[config.mk]
export PLATFORM = sky130hd
export DESIGN_NAME = sh7604_divu_sched
export DESIGN_NICKNAME = d
export VERILOG_FILES = /design/src/rtl/sh7604_divu_sched.sv
export SDC_FILE = /design/constraint.sdc
export NUM_CORES = 1
export LEC_CHECK = 0
export CORE_AREA = 2 2 142 144
export CTS_CLUSTER_DIAMETER = 200
export DETAILED_ROUTE_END_ITERATION = 8
export DIE_AREA = 0 0 144 146
export PLACE_DENSITY_LB_ADDON = 0.2
export SLEW_MARGIN = 20
export SYNTH_ARGS = -nofsm -noshare
export SYNTH_HDL_FRONTEND = slang
export SYNTH_SLANG_ARGS = --single-unit
[constraint.sdc]
create_clock -name CLK -period 5.1 [get_ports CLK]
set_input_delay 1.02 -clock CLK [delete_from_list [all_inputs] [get_ports CLK]]
set_output_delay 1.02 -clock CLK [all_outputs]
set_load 0.02 [all_outputs]
[src/rtl/sh7604_divu_sched.sv]
// Two-port round-robin job scheduler driving the SH7604 DIVU register file as a bus master.
// Writes operands, waits out the divide on the DVCR read, reads results back and acks the owner.
module sh7604_divu_sched #(
  parameter logic [31:0] BASE_ADDR = 32'hFFFFFF00,
  parameter bit          CLR_OVF   = 1'b1
) (
  input  logic        CLK,
  input  logic        RST,
  input  logic        CE_R,
  input  logic        R0_REQ,
  input  logic        R0_DIV64,
  input  logic [31:0] R0_DVSR,
  input  logic [31:0] R0_DVDNTH,
  input  logic [31:0] R0_DVDNTL,
  output logic        R0_ACK,
  input  logic        R1_REQ,
  input  logic        R1_DIV64,
  input  logic [31:0] R1_DVSR,
  input  logic [31:0] R1_DVDNTH,
  input  logic [31:0] R1_DVDNTL,
  output logic        R1_ACK,
  output logic [31:0] RES_Q,
  output logic [31:0] RES_R,
  output logic        RES_OVF,
  output logic        RES_ID,
  output logic [31:0] M_A,
  output logic [31:0] M_DO,
  input  logic [31:0] M_DI,
  output logic [3:0]  M_BA,
  output logic        M_WE,
  output logic        M_REQ,
  input  logic        M_BUSY,
  output logic        BUSY
);

  typedef enum logic [3:0] {
    S_IDLE, S_WR_DVSR, S_WR_DVDNTH, S_WR_DVDNT, S_WR_DVDNTL,
    S_RD_DVCR, S_RD_Q, S_RD_R, S_WR_DVCR, S_DONE
  } state_t;

  localparam logic [31:0] A_DVSR   = BASE_ADDR + 32'h00;
  localparam logic [31:0] A_DVDNT  = BASE_ADDR + 32'h04;
  localparam logic [31:0] A_DVCR   = BASE_ADDR + 32'h08;
  localparam logic [31:0] A_DVDNTH = BASE_ADDR + 32'h10;
  localparam logic [31:0] A_DVDNTL = BASE_ADDR + 32'h14;

  state_t      state_reg;
  logic        ptr_reg;
  logic        id_reg;
  logic        div64_reg;
  logic [31:0] dvdnth_reg;
  logic [31:0] dvdntl_reg;
  logic        grant_id;
  logic        xfer_done;

  // Contention goes to the pointer side; a lone requester wins regardless of the pointer.
  always_comb begin
    grant_id = R1_REQ;
    if (R0_REQ && R1_REQ) grant_id = ptr_reg;
  end

  assign xfer_done = M_REQ && !M_BUSY;
  assign M_BA      = 4'hF;
  assign BUSY      = (state_reg != S_IDLE);

  always_ff @(posedge CLK) begin
    if (RST) begin
      state_reg  <= S_IDLE;
      ptr_reg    <= 1'b0;
      id_reg     <= 1'b0;
      div64_reg  <= 1'b0;
      dvdnth_reg <= '0;
      dvdntl_reg <= '0;
      M_REQ      <= 1'b0;
      M_WE       <= 1'b0;
      M_A        <= BASE_ADDR;
      M_DO       <= '0;
      R0_ACK     <= 1'b0;
      R1_ACK     <= 1'b0;
      RES_Q      <= '0;
      RES_R      <= '0;
      RES_OVF    <= 1'b0;
      RES_ID     <= 1'b0;
    end else if (CE_R) begin
      R0_ACK <= 1'b0;
      R1_ACK <= 1'b0;
      case (state_reg)
        S_IDLE: begin
          if (R0_REQ || R1_REQ) begin
            id_reg     <= grant_id;
            ptr_reg    <= ~grant_id;
            div64_reg  <= grant_id ? R1_DIV64  : R0_DIV64;
            dvdnth_reg <= grant_id ? R1_DVDNTH : R0_DVDNTH;
            dvdntl_reg <= grant_id ? R1_DVDNTL : R0_DVDNTL;
            M_DO       <= grant_id ? R1_DVSR   : R0_DVSR;
            M_A        <= A_DVSR;
            M_WE       <= 1'b1;
            M_REQ      <= 1'b1;
            state_reg  <= S_WR_DVSR;
          end
        end
        S_WR_DVSR: if (xfer_done) begin
          if (div64_reg) begin
            M_A       <= A_DVDNTH;
            M_DO      <= dvdnth_reg;
            state_reg <= S_WR_DVDNTH;
          end else begin
            M_A       <= A_DVDNT;
            M_DO      <= dvdntl_reg;
            state_reg <= S_WR_DVDNT;
          end
        end
        S_WR_DVDNTH: if (xfer_done) begin
          M_A       <= A_DVDNTL;
          M_DO      <= dvdntl_reg;
          state_reg <= S_WR_DVDNTL;
        end
        S_WR_DVDNT, S_WR_DVDNTL: if (xfer_done) begin
          M_A       <= A_DVCR;
          M_WE      <= 1'b0;
          state_reg <= S_RD_DVCR;
        end
        // The DIVU holds M_BUSY here until the divide has finished.
        S_RD_DVCR: if (xfer_done) begin
          RES_OVF   <= M_DI[0];
          RES_ID    <= id_reg;
          M_A       <= A_DVDNTL;
          state_reg <= S_RD_Q;
        end
        S_RD_Q: if (xfer_done) begin
          RES_Q     <= M_DI;
          M_A       <= A_DVDNTH;
          state_reg <= S_RD_R;
        end
        S_RD_R: if (xfer_done) begin
          RES_R <= M_DI;
          if (CLR_OVF && RES_OVF) begin
            M_A       <= A_DVCR;
            M_DO      <= '0;
            M_WE      <= 1'b1;
            state_reg <= S_WR_DVCR;
          end else begin
            M_REQ     <= 1'b0;
            R0_ACK    <= ~id_reg;
            R1_ACK    <= id_reg;
            state_reg <= S_DONE;
          end
        end
        S_WR_DVCR: if (xfer_done) begin
          M_REQ     <= 1'b0;
          M_WE      <= 1'b0;
          R0_ACK    <= ~id_reg;
          R1_ACK    <= id_reg;
          state_reg <= S_DONE;
        end
        S_DONE:  state_reg <= S_IDLE;
        default: state_reg <= S_IDLE;
      endcase
    end
  end

endmodule

==> results.sh <==
export IMPL_cp_start_kind="flop"
export IMPL_min_period_over_period_pct=63.3
export IMPL_dpl_hpwl_um=18100
export IMPL_cts_buffers=17
export IMPL_synthTopCellsByCount="176 x dfxtp_1, 138 x nand2_1, 112 x nor2_1, 79 x a21oi_1, 71 x clkbuf_1"
export IMPL_post_cts_resized=0
export IMPL_whs_endpoint="RES_R[7]$_SDFFE_PP0P_"
export IMPL_synth_flop_cell="dfxtp_1"
export IMPL_drc=0
export IMPL_dieArea_um2=21000
export IMPL_worst_r2r_endpoint="RES_Q[29]$_SDFFE_PP0P_"
export IMPL_setup_viol=0
export IMPL_antenna_found_initial=0
export IMPL_max_slew_margin_pct=34.1
export IMPL_grt_overflow_total=0
export IMPL_grt_pass1_vias=7418
export IMPL_reg2regPathDepth=4
export IMPL_drt_iter0_drc=565
export IMPL_synth_area_leaders="dfxtp_1 44%, a2bb2oi_1 7.1%, nand2_1 6.5%, a22oi_1 6.2%, nor2_1 5.3%"
export IMPL_cts_hold_buffers=0
export IMPL_max_cap_violations=0
export IMPL_irDropWorstVdd_mv=0.213
export IMPL_ys_types=40
export IMPL_setup_tns_final_ps=0
export IMPL_synth_top_area_share_pct=44.1
export IMPL_syn_area_um2=7990
export IMPL_io_buffers=337
export IMPL_critPathCaptureType="primary output"
export IMPL_grt_pass1_wl_um=39800
export IMPL_ys_ff_latch=176
export IMPL_drt_pass1_iterations=6
export IMPL_grt_setup_unrepaired="no"
export IMPL_dieHeight_um=146
export IMPL_via_count=7903
export IMPL_grt_start_max_net_pins=99
export IMPL_powerDensity_nw_per_um2=308
export IMPL_synth_seq_area_share_pct=44.1
export IMPL_leakage_nw=4.31
export IMPL_ff2ff_setup_slack_ps=2630
export IMPL_pin_count=371
export IMPL_coreArea_um2=19300
export IMPL_area_growth_pct=49.9
export IMPL_fin_crit_ps=3230
export IMPL_arrival_ps=2210
export IMPL_drive_above_1_share_pct=9.41
export IMPL_post_cts_buffers=0
export IMPL_synth_edff_count=0
export IMPL_cts_tree="done"
export IMPL_worst_pin_slew_ps=986
export IMPL_rr_startpoint="state_reg[2]$_SDFFE_PP0P_"
export IMPL_synth_most_common_cell="dfxtp_1"
export IMPL_ant_nets=0
export IMPL_start_util_pct=41.3
export IMPL_cts_sinks=176
export IMPL_synthCells=916
export IMPL_drt_wl_total_um=25800
export IMPL_clkSlewWorstSetupHoldPaths_ps=70
export IMPL_dieWidth_um=144
export IMPL_slew_violations=0
export IMPL_drt_wirelength_per_cell_um=17.5
export IMPL_htree_levels=4
export IMPL_crit_fanout=18
export IMPL_hp_start="RES_R[7]$_SDFFE_PP0P_"
export IMPL_outcome="finished, final reports clean"
export IMPL_yosysTopAreaCell="dfxtp_1"
export IMPL_syn_area_per_cell_um2=8.72
export IMPL_highest_layer="met4"
export IMPL_required_ps=4080
export IMPL_hold_viol=0
export IMPL_via_per_inst=5.35
export IMPL_num_antenna_cells=0
export IMPL_grt_usage_pct=23.8
export IMPL_m1WireLength_um=10400
export IMPL_fmax_mhz=310
export IMPL_cts_path_max_buffers=2
export IMPL_crit_type="reg -> out"
export IMPL_yosysWarnings=0
export IMPL_clock_skew_ps=11.5
export IMPL_p_total_mw=3.69
export IMPL_clkLatencyLatePin_ps=420
export IMPL_met3_length_um=1970
export IMPL_whs_path_depth=2
export IMPL_wl_met2_um=12900
export IMPL_gp_congestion=0.845
export IMPL_nNetsFinal=1430
export IMPL_num_rows=51
export IMPL_hold_class="reg -> reg"
export IMPL_synthArstFlopShare_pct=0
export IMPL_cts_root_buf="clkbuf_16"
==> layer usage <==
metal	global-route usage, %	vias up
met3	5.66	39
li1	-	3818
met2	40.2	324
met5	0	-
met4	7.75	0
met1	29.6	3722
==> logic make-up (layout without fill, tap and decap cells) <==
family | Yosys count | count (layout) | synth area share [%]
flops | 176 | 176 | 44.1
buf+inv | 122 | 386 | 7.48
simple gates | 281 | 281 | 14.3
compound gates | 295 | 295 | 28.5
mux | 40 | 40 | 5.54
other cells | 2 | 33 | 0.0940
==> worst max-delay path by stage <==
| stage | from | end | slack (ps) | cells after the start |
|---|---|---|---|---|
| after global routing | state_reg[3]$_SDFFE_PP0P_ | BUSY | 1790 | 2 |
| after floorplan | R1_REQ | M_DO[11]$_SDFFE_PP0P_ | 2570 | 5 |
| after detailed placement | CE_R | dvdnth_reg[6]$_SDFFE_PP0P_ | 1740 | 6 |
| after global placement | CE_R | dvdntl_reg[7]$_SDFFE_PP0P_ | 1830 | 6 |
| after CTS | state_reg[3]$_SDFFE_PP0P_ | BUSY | 1860 | 2 |
| final | state_reg[3]$_SDFFE_PP0P_ | BUSY | 1870 | 2 |
==> cells in the final DEF (no fill, tap or decap), drive strengths merged, types with 2 or more instances in the layout <==
master	n
clkbuf	20
or4	2
o21ai	7
mux2i	6
clkinvlp	2
dfxtp	176
a31oi	2
inv	5
nand2	138
nor2b	3
mux2	34
a21oi	79
buf	15
or3	3
conb	33
nor3	5
clkdlybuf4s50	336
nand2b	9
a21o	2
a2bb2oi	65
a22oi	66
a311oi	2
a21boi	4
a222oi	32
bufinv	2
nand3	3
nor2	112
a211oi	33
clkinv	6
==> through the flow <==
step	utilization (%)	instances	setup WS, ps	cell area, um2	hold WS, ps
after floorplan	-	947	2570	8110	456
after global placement	58.9	1444	1830	11400	441
after detailed placement	59.0	1444	1740	11400	446
after CTS	62.0	1476	1860	12000	455
after global routing	62.0	1476	1790	12000	468
final	62.0	1476	1870	12000	453
==> where the power goes <==
group	leakage [nW]	total [mW]	internal, mW	switching, mW
clock network	0.281	1.29	0.738	0.552
logic	2.60	0.879	0.444	0.435
registers	1.43	1.52	1.46	0.0576
total	4.31	3.69	2.64	1.05
==> area by class of cell <==
type                       count  area (um2)
clock buffer                  20         447
clock inverter                12         134
fill                        1677        7350
inverter                       3        11.3
multi-input combinational    649        4040
sequential                   176        3520
tap                          265         332
timing repair buffer         351        3490
==> worst max-delay path, cell delays in order (launching register included) <==
cell	delay, ps
dfxtp_1	500
or4_1	690
clkdlybuf4s50_1	600
No activity file was read; power rests on OpenSTA's default activity.
